`src/rtl/ahb_pkg.sv`:
```
// Shared AHB-Lite encodings for the manager arbiter.
//   HTRANS / HBURST encodings, the bus-owner type, and burst_len(), which maps
//   an HBURST code to (beats - 1) for fixed-length bursts and 0 otherwise.
package ahb_pkg;

  localparam logic [1:0] IDLE = 2'd0;
  localparam logic [1:0] BUSY = 2'd1;
  localparam logic [1:0] NSEQ = 2'd2;
  localparam logic [1:0] SEQ  = 2'd3;

  localparam logic [2:0] SINGLE = 3'd0;
  localparam logic [2:0] INCR   = 3'd1;
  localparam logic [2:0] WRAP4  = 3'd2;
  localparam logic [2:0] INCR4  = 3'd3;
  localparam logic [2:0] WRAP8  = 3'd4;
  localparam logic [2:0] INCR8  = 3'd5;
  localparam logic [2:0] WRAP16 = 3'd6;
  localparam logic [2:0] INCR16 = 3'd7;

  typedef enum logic [1:0] {
    NONE = 2'd0,
    M0   = 2'd1,
    M1   = 2'd2
  } owner_t;

  function automatic logic [3:0] burst_len(input logic [2:0] hburst);
    case (hburst)
      WRAP4,  INCR4:  burst_len = 4'd3;
      WRAP8,  INCR8:  burst_len = 4'd7;
      WRAP16, INCR16: burst_len = 4'd15;
      default:        burst_len = 4'd0;
    endcase
  endfunction

endpackage

```
`src/rtl/ahb_burst_tracker.sv`:
```
// Burst lock tracker for the current address-phase owner.
//   clk, rst        : clock, synchronous active-high reset
//   htrans, hburst  : address-phase signals of the current owner
//   hready, hresp   : subordinate handshake / error response
//   req             : request line of the current owner
//   lock            : the owner keeps the bus across the coming edge
// lock reflects the state after the current edge so that the edge accepting
// the final beat of a fixed burst can already hand the bus over.
module ahb_burst_tracker
  import ahb_pkg::*;
(
  input  logic       clk,
  input  logic       rst,
  input  logic [1:0] htrans,
  input  logic [2:0] hburst,
  input  logic       hready,
  input  logic       hresp,
  input  logic       req,
  output logic       lock
);

  logic       lock_q, lock_d;
  logic       incr_q, incr_d;
  logic [3:0] beat_cnt_q, beat_cnt_d;

  always_comb begin
    lock_d     = lock_q;
    incr_d     = incr_q;
    beat_cnt_d = beat_cnt_q;
    if (hresp && !hready) begin
      // First error cycle abandons the burst.
      lock_d     = 1'b0;
      incr_d     = 1'b0;
      beat_cnt_d = 4'd0;
    end else if (hready) begin
      if (!req) begin
        lock_d     = 1'b0;
        incr_d     = 1'b0;
        beat_cnt_d = 4'd0;
      end else begin
        case (htrans)
          NSEQ: begin
            lock_d     = (hburst != SINGLE);
            incr_d     = (hburst == INCR);
            beat_cnt_d = burst_len(hburst);
          end
          SEQ: begin
            // Undefined-length INCR never counts down.
            if (lock_q && !incr_q) begin
              if (beat_cnt_q <= 4'd1) begin
                lock_d     = 1'b0;
                beat_cnt_d = 4'd0;
              end else begin
                beat_cnt_d = beat_cnt_q - 4'd1;
              end
            end
          end
          IDLE: begin
            lock_d     = 1'b0;
            incr_d     = 1'b0;
            beat_cnt_d = 4'd0;
          end
          default: ; // BUSY keeps the burst as it is
        endcase
      end
    end
  end

  always_ff @(posedge clk) begin
    if (rst) begin
      lock_q     <= 1'b0;
      incr_q     <= 1'b0;
      beat_cnt_q <= 4'd0;
    end else begin
      lock_q     <= lock_d;
      incr_q     <= incr_d;
      beat_cnt_q <= beat_cnt_d;
    end
  end

  assign lock = lock_d;

endmodule

```
`src/rtl/ahb_manager_arbiter.sv`:
```
// Two-manager AHB-Lite arbiter and bus multiplexer onto one subordinate port.
//   m0_*/m1_*  : per-manager request and address/data-phase signals
//   m0_grant, m1_grant : manager owns the address phase this cycle
//   hsel..hwdata       : muxed subordinate-side bus
//   hrdata, hresp, hready -> m_hrdata, m_hresp, m_hready : broadcast response
// Round-robin on ties, fixed-length bursts are never broken.
module ahb_manager_arbiter
  import ahb_pkg::*;
#(
  parameter int unsigned DATA_WIDTH = 2,
  parameter int unsigned ADDR_WIDTH = 4
) (
  input  logic                    clk,
  input  logic                    rst,
  input  logic                    m0_req,
  input  logic                    m1_req,
  output logic                    m0_grant,
  output logic                    m1_grant,
  input  logic                    m0_hsel,
  input  logic [ADDR_WIDTH-1:0]   m0_haddr,
  input  logic [2:0]              m0_hsize,
  input  logic [1:0]              m0_htrans,
  input  logic [2:0]              m0_hburst,
  input  logic                    m0_hwrite,
  input  logic [DATA_WIDTH*8-1:0] m0_hwdata,
  input  logic                    m1_hsel,
  input  logic [ADDR_WIDTH-1:0]   m1_haddr,
  input  logic [2:0]              m1_hsize,
  input  logic [1:0]              m1_htrans,
  input  logic [2:0]              m1_hburst,
  input  logic                    m1_hwrite,
  input  logic [DATA_WIDTH*8-1:0] m1_hwdata,
  output logic                    hsel,
  output logic [ADDR_WIDTH-1:0]   haddr,
  output logic [2:0]              hsize,
  output logic [1:0]              htrans,
  output logic [2:0]              hburst,
  output logic                    hwrite,
  output logic [DATA_WIDTH*8-1:0] hwdata,
  input  logic [DATA_WIDTH*8-1:0] hrdata,
  input  logic                    hresp,
  input  logic                    hready,
  output logic [DATA_WIDTH*8-1:0] m_hrdata,
  output logic                    m_hresp,
  output logic                    m_hready
);

  owner_t     addr_owner, data_owner, last_owner, next_owner;
  logic       own_req, lock;
  logic [1:0] own_htrans;
  logic [2:0] own_hburst;

  assign m0_grant = (addr_owner == M0);
  assign m1_grant = (addr_owner == M1);

  // Address-phase mux; own_* are the owner's raw signals for the tracker.
  always_comb begin
    hsel       = 1'b0;
    haddr      = '0;
    hsize      = 3'd0;
    own_htrans = IDLE;
    hburst     = SINGLE;
    hwrite     = 1'b0;
    own_req    = 1'b0;
    case (addr_owner)
      M0: begin
        hsel       = m0_hsel;
        haddr      = m0_haddr;
        hsize      = m0_hsize;
        own_htrans = m0_htrans;
        hburst     = m0_hburst;
        hwrite     = m0_hwrite;
        own_req    = m0_req;
      end
      M1: begin
        hsel       = m1_hsel;
        haddr      = m1_haddr;
        hsize      = m1_hsize;
        own_htrans = m1_htrans;
        hburst     = m1_hburst;
        hwrite     = m1_hwrite;
        own_req    = m1_req;
      end
      default: ;
    endcase
    own_hburst = hburst;
    // Cancel the pending transfer during the first cycle of an error response.
    htrans = (hresp && !hready) ? IDLE : own_htrans;
  end

  always_comb begin
    case (data_owner)
      M0:      hwdata = m0_hwdata;
      M1:      hwdata = m1_hwdata;
      default: hwdata = '0;
    endcase
  end

  assign m_hrdata = hrdata;
  assign m_hresp  = hresp;
  assign m_hready = hready;

  ahb_burst_tracker u_burst_tracker (
    .clk    (clk),
    .rst    (rst),
    .htrans (own_htrans),
    .hburst (own_hburst),
    .hready (hready),
    .hresp  (hresp),
    .req    (own_req),
    .lock   (lock)
  );

  always_comb begin
    next_owner = NONE;
    if (lock && own_req) begin
      next_owner = addr_owner;
    end else if (m0_req && m1_req) begin
      next_owner = (last_owner == M0) ? M1 : M0;
    end else if (m0_req) begin
      next_owner = M0;
    end else if (m1_req) begin
      next_owner = M1;
    end
  end

  always_ff @(posedge clk) begin
    if (rst) begin
      addr_owner <= NONE;
      data_owner <= NONE;
      last_owner <= M1;
    end else if (hready) begin
      data_owner <= (own_htrans == NSEQ || own_htrans == SEQ) ? addr_owner : NONE;
      addr_owner <= next_owner;
      if (next_owner != NONE && next_owner != addr_owner) begin
        last_owner <= next_owner;
      end
    end
  end

endmodule

```
`config.mk`:
```
export PLATFORM = sky130hd
export DESIGN_NAME = ahb_manager_arbiter
export DESIGN_NICKNAME = d
export VERILOG_FILES = /design/src/rtl/ahb_pkg.sv /design/src/rtl/ahb_burst_tracker.sv /design/src/rtl/ahb_manager_arbiter.sv
export SDC_FILE = /design/constraint.sdc
export NUM_CORES = 1
export LEC_CHECK = 0
export CORE_MARGIN = 2
export CORE_UTILIZATION = 31
export CTS_BUF_LIST = sky130_fd_sc_hd__clkbuf_8
export DETAILED_ROUTE_END_ITERATION = 7
export PLACE_DENSITY = 0.82
export SYNTH_ARGS = -nofsm -noshare
export SYNTH_HDL_FRONTEND = slang
export SYNTH_SLANG_ARGS = --single-unit
```
`constraint.sdc`:
```
create_clock -name clk -period 3 [get_ports clk]
set_input_delay 0.3 -clock clk [delete_from_list [all_inputs] [get_ports clk]]
set_output_delay 0.3 -clock clk [all_outputs]
set_load 0.02 [all_outputs]
```
Word level (Yosys, flattened, before mapping). Index checks and enable logic that the tools add are counted.

Reductions and logical operators: 18. Eq/ne operators: 18. Magnitude comparators: 1. $add $sub $neg: 1. Muxes and demuxes: 28.

Operators by type and width (count): one-hot mux 16 bit (2 select lines) (1); one-hot mux 4 bit (3 select lines) (2); 2-to-1 mux 2 bit (7); == test 3 bit, second input constant (4); 2-to-1 mux 4 bit (3); one-hot mux 3 bit (2 select lines) (2); == test 2 bit, second input constant (4); one-hot mux 1 bit (2 select lines) (4); one-hot mux 4 bit (2 select lines) (1); OR reduction 2 bit (4); == test 2 x 1 -> 1 bit, second input constant (3); == test 3 x 2 -> 1 bit, second input constant (2); 2-to-1 mux 1 bit (6); logical AND 1 bit (5); less-or-equal comparator 4 x 1 -> 1 bit, second input constant (1); != test 4 x 1 -> 1 bit, second input constant (1); one-hot mux 2 bit (2 select lines) (1); AND reduction 2 bit (2); subtractor 4 x 1 -> 4 bit, second input constant (1); == test 3 x 1 -> 1 bit, second input constant (1); != test 3 x 1 -> 1 bit, second input constant (1); != test 3 x 2 -> 1 bit, second input constant (1); one-hot mux 1 bit (3 select lines) (1); AND reduction 3 bit (1); 6 further kinds (7).

Output and inout port bits: 50. Register bits: 12. Logic and storage cells: 72. Input bits: 82.

Longest topological paths before layout.
Depth after elaboration: 12. Mapped depth: 13. Mapped depth without buffers: 12.

By module. From an unflattened synthesis, not the netlist that was laid out.

Cells, all modules: 195. Area total of the unflattened synthesis: 1403.8 sq um.

By module, submodules not included: ahb_manager_arbiter (cells each 131, area an instance 878.3 sq um, instances 1, seq. area each 120.1 sq um); ahb_burst_tracker (cells each 64, area an instance 525.5 sq um, instances 1, seq. area each 120.1 sq um).

Worst setup path after synthesis. OpenSTA, ideal clock, no wires.

Path kind: reg-to-reg. Start: register addr_owner[0]. End: register u_burst_tracker.beat_cnt_q[3]. Stages on the path, launching flop included: 13. Required time: 2.883 ns. Arrival time: 2.643 ns. Path slack: 0.240 ns. Cell sequence: dfxtp_1 inv_1 ha_1 clkbuf_1 a22oi_1 or2_2 ha_1 nor2b_1 a21oi_1 o21ai_1 nor3_1 a21oi_1 nor2_1.

Cells in the longest elaborated chain, start to end: 7. Elaborated cells on any way between the ends: 23. Those cells by class: eq/ne (12); mux (6); reduce/logical (5).

RTL lines: start, declared (line ahb_manager_arbiter.sv:48) `owner_t addr_owner, data_owner, last_owner, next_owner;`; start signal, assigned (line ahb_manager_arbiter.sv:134) `addr_owner <= next_owner;`; == test 2 bit (*); net m1_grant (line ahb_manager_arbiter.sv:18) `output logic m1_grant,`; one-hot mux 3 bit (2 select lines) (line ahb_manager_arbiter.sv:65) `case (addr_owner)`; == test 3 bit / == test 3 x 2 -> 1 bit (equally long branches) (line ahb_pkg.sv:27) `case (hburst)`; OR reduction 2 bit (line ahb_pkg.sv:27); one-hot mux 4 bit (3 select lines) (line ahb_pkg.sv:27); one-hot mux 4 bit (3 select lines) (line ahb_burst_tracker.sv:41) `case (htrans)`; 2-to-1 mux 4 bit (line ahb_burst_tracker.sv:36) `if (!req) begin`; end signal, assigned (line ahb_burst_tracker.sv:77) `beat_cnt_q <= beat_cnt_d;`; end, declared (line ahb_burst_tracker.sv:24) `logic [3:0] beat_cnt_q, beat_cnt_d;`.

The timed path passes the listed nets; every way through them passes the cells marked *. A chain may end at the register's enable or synchronous reset.

Final worst setup path.
Start: register addr_owner[0]. End: register u_burst_tracker.beat_cnt_q[3].

Cells in the longest elaborated chain, start to end: 7. Elaborated cells on any way between the ends: 23. Those cells by class: eq/ne (12); mux (6); reduce/logical (5).

RTL lines (line): == test 2 bit / == test 2 x 1 -> 1 bit (equally long branches) (ahb_manager_arbiter.sv:65); one-hot mux 3 bit (2 select lines) (ahb_manager_arbiter.sv:65); == test 3 bit / == test 3 x 2 -> 1 bit (equally long branches) (ahb_pkg.sv:27); OR reduction 2 bit (ahb_pkg.sv:27); one-hot mux 4 bit (3 select lines) (ahb_pkg.sv:27); one-hot mux 4 bit (3 select lines) (ahb_burst_tracker.sv:41); 2-to-1 mux 4 bit (ahb_burst_tracker.sv:36).

Parallel ways exist; a longest one is shown, timed or not.

==> summary.md <==
| Metric | Value |
|---|---|
| Number of synthesized flops with an enable pin | 0 |
| Post-synthesis register bit count | 12 |
| Fin cells | 326 |
| Num ports | 132 |
| Flop-to-flop setup slack | 0.37 ns |
| Buf+Inv Stages, Crit Path | 1 |
| Min Tclk post-route | 2.63 ns |
| WP data arrival | 2.76 ns |
| Normalized max-slew margin | 0.609 |
| CTS buffer count | 3 |
| Final core utilization | 0.537 |
| Detailed-route via count | 1716 |
| Die height | 71.2 µm |
| Postcts setup bufs | 0 |
| Yosys warns | 0 |
| GRT Util Overall | 0.174 |
| Syn nets | 291 |
| Share of layout cells above drive strength 1 | 0.0511 |
| WHS | 0.453 ns |
| DR pass1 iterations | 4 |
| Critical Path Start Type | register |
| Highest-delay cell along the critical path | ha_1 |
| Vias in the first global route | 1619 |
| Status | finished, final reports clean |
| Cts repair resizes | 0 |
| TritonCTS clock tree | done |
| M2 GR Usage | 0.315 |
| Cell Area, Placed | 2300 µm² |
| Pwr per Cell Area | 214 nW/µm² |
| Clk slew on worst S/H paths | 0.05 ns |
| # diodes | 0 |
| Top FF cell, synth | dfxtp_1 |
| Total core area | 4350 µm² |
| Dpl hpwl | 3.74 mm |
| Crit. Startpoint | addr_owner[0]$_SDFFE_PP0P_ |
| Final period util | 0.876 |
| Setup crit end kind | register |
| Crit path required time | 3.13 ns |
| Syn Std Cell Area | 1400 µm² |
| Post-Syn Instances | 199 |
| Core Rows | 24 |
| Leak | 0.810 nW |
| WL final | 4.51 mm |
| Area growth syn-to-layout | 67.1% |
| Clk buf depth | 2 |
| Critical Path Sink | u_burst_tracker.beat_cnt_q[3]$_SDFFE_PP0P_ |
| Worst setup path class | register to register |
| Most common cell after layout, fill and taps aside | clkdlybuf4s50_1 |
| Avg Cell Area, Syn | 7.04 µm² |
| Design area | 2340 µm² |
| Final Total Pwr | 500 µW |
| Final setup fails | 0 |
| WL per Instance | 13.8 µm |
| Max Slew Vio Count | 0 |
| Critical Path Max Stage Delay | 0.42 ns |
| Worst Path Max Fanout | 9 |
| Max-cap violations | 0 |
| Crit path max-delay family | adder cells |
| Die Wd | 71.2 µm |
| Total die area | 5070 µm² |
| # nets final | 368 |
| Seq/Total Area, Yosys | 0.172 |
| Busiest grt layer | met2 |
| Dpl ws | 0.377 ns |
| Post-route ant nets | 0 |
| GR Util met1 | 0.190 |
| Worst-margin pin slew | 0.587 ns |
| Initial DRC count | 59 |
| Vias per Instance | 5.26 |
| Critical path cell sequence | inv_1, ha_1, or2_2, ha_1, nor2b_1, a21oi_1, o21ai_1, nor3_1, a21oi_1, nor2_1 |
| Net Sw Frac | 0.271 |
| Placed insts | 323 |
| Worst r2r path cells | 10 |
| Peak supply drop | 0.125 mV |
| Hold Crit Class | register to register |
| Hold bufs inserted after CTS | 0 |
| Global-route wire length before repair | 7.22 mm |
| Net Sw Power | 135 µW |
| Filler cells | 422 |
| CTS sink cnt | 12 |
| Combinational Power Share | 0.365 |
| PortBufs | 99 |
| Final Hold Vio Count | 0 |
| Ys async rst share | 0 |
| CTS H-tree lvls | 1 |
| Root Buffer | clkbuf_8 |
| Grt met3 use | 0.0627 |
| Worst R2R End | u_burst_tracker.beat_cnt_q[3]$_SDFFE_PP0P_ |
| Initial antenna violation count | 0 |
| Critical register-to-register path startpoint | addr_owner[0]$_SDFFE_PP0P_ |
| Skew final | 0.00383 ns |
| Worst setup margin | 0.372 ns |
| Critical path depth | 10 |
| Count of different cell masters after synthesis | 37 |
| Clock latency at the later pin of the worst-skew pair | 0.25 ns |
| Setup TNS | 0 ns |
| RSZ-0062 raised after global routing | no |
| GPL Wtd Cong | 0.846 |
| Fmax | 380 MHz |
| Grt total ovfl | 0 |
| Commonest non-fill, non-tap cells in the layout | 99 x clkdlybuf4s50_1, 43 x nor2_1, 29 x a22oi_1 |
| Initial Util | 0.322 |
| Post-route DRC | 0 |
| Clk pwr share | 0.300 |
| Internal power component | 364 µW |
| Largest net degree at the start of global routing | 17 |
| Seq pwr share | 0.335 |
cells in the mapped netlist, types with 2 or more instances:
master	count	area (µm²)
a21oi_1	10	50.1
a22oi_1	29	218
a22oi_2	2	25.0
a31oi_1	2	12.5
a32oi_1	2	17.5
buf_1	2	7.51
buf_4	18	135
clkbuf_1	10	37.5
dfxtp_1	12	240
ha_1	10	125
inv_1	11	41.3
nand2_1	9	33.8
nand2b_1	3	18.8
nor2_1	43	161
nor2b_1	2	12.5
nor3_1	3	15.0
o211ai_1	4	30.0
o21ai_0	4	20.0
o21bai_1	2	15.0
o31ai_1	2	15.0
or2_1	2	12.5
or2_2	2	12.5
final cells by class:
cell class / instances / area [µm²] / area share
Clock buffer: 3 / 41.3 / 0.0176
Inverter: 11 / 41.3 / 0.0176
Multi-Input combinational cell: 146 / 938 / 0.401
Sequential cell: 12 / 240 / 0.103
Tap cell: 52 / 65.1 / 0.0278
Timing Repair Buffer: 102 / 1010 / 0.433
worst min path at each step:
stage,startpoint,to,slack (ns),depth (start not counted)
after floorplan,last_owner[0]$_SDFFE_PP0P_,last_owner[0]$_SDFFE_PP0P_,0.42,2
after global placement,last_owner[0]$_SDFFE_PP0P_,last_owner[0]$_SDFFE_PP0P_,0.44,2
after detailed placement,last_owner[0]$_SDFFE_PP0P_,last_owner[0]$_SDFFE_PP0P_,0.44,2
after CTS,last_owner[0]$_SDFFE_PP0P_,last_owner[0]$_SDFFE_PP0P_,0.45,2
after global routing,last_owner[0]$_SDFFE_PP0P_,last_owner[0]$_SDFFE_PP0P_,0.48,2
final,last_owner[0]$_SDFFE_PP0P_,last_owner[0]$_SDFFE_PP0P_,0.45,2
power groups by stage:
stage	registers, mW	logic [mW]	clock network (mW)
final	0.168	0.182	0.150
after detailed placement	0.171	0.183	0
after global routing	0.168	0.198	0.158
after global placement	0.170	0.181	0
after CTS	0.168	0.183	0.151
after floorplan	0.170	0.0991	0
kinds of logic (layout without fill, tap and decap cells):
| family | after synthesis | after routing | share of synthesized area |
|---|---|---|---|
| AND/OR/NAND/NOR | 70 | 70 | 0.224 |
| AO/OA/AOI/OAI | 64 | 64 | 0.343 |
| flip-flops | 12 | 12 | 0.172 |
| XOR/XNOR | 1 | 1 | 0.00626 |
| buffers and inverters | 41 | 116 | 0.158 |
| multiplexers | 1 | 1 | 0.00715 |
| adder cells (fa/ha/maj) | 10 | 10 | 0.0894 |
worst reg2reg max path, delay by kind of cell (launching register included):
family,cells,cell delay [ns]
AOI/OAI and AO/OA,3,0.53
and+or+nand+nor,4,0.68
DFF,1,0.38
adders and majority gates,2,0.82
buffers and inverters,1,0.10
flip-flops by register name, indices dropped and copies added, names as in the netlist:
| name | flops |
|---|---|
| u_burst_tracker.incr_q | 1 |
| u_burst_tracker.beat_cnt_q | 4 |
| data_owner | 2 |
| addr_owner | 2 |
| last_owner | 2 |
| u_burst_tracker.lock_q | 1 |
layer usage:
layer	vias to the layer above	share of wire
li1	839	-
met5	-	0
met4	0	0.012
met2	114	0.49
met1	758	0.37
met3	5	0.13
(Power assumes the default switching activity.)
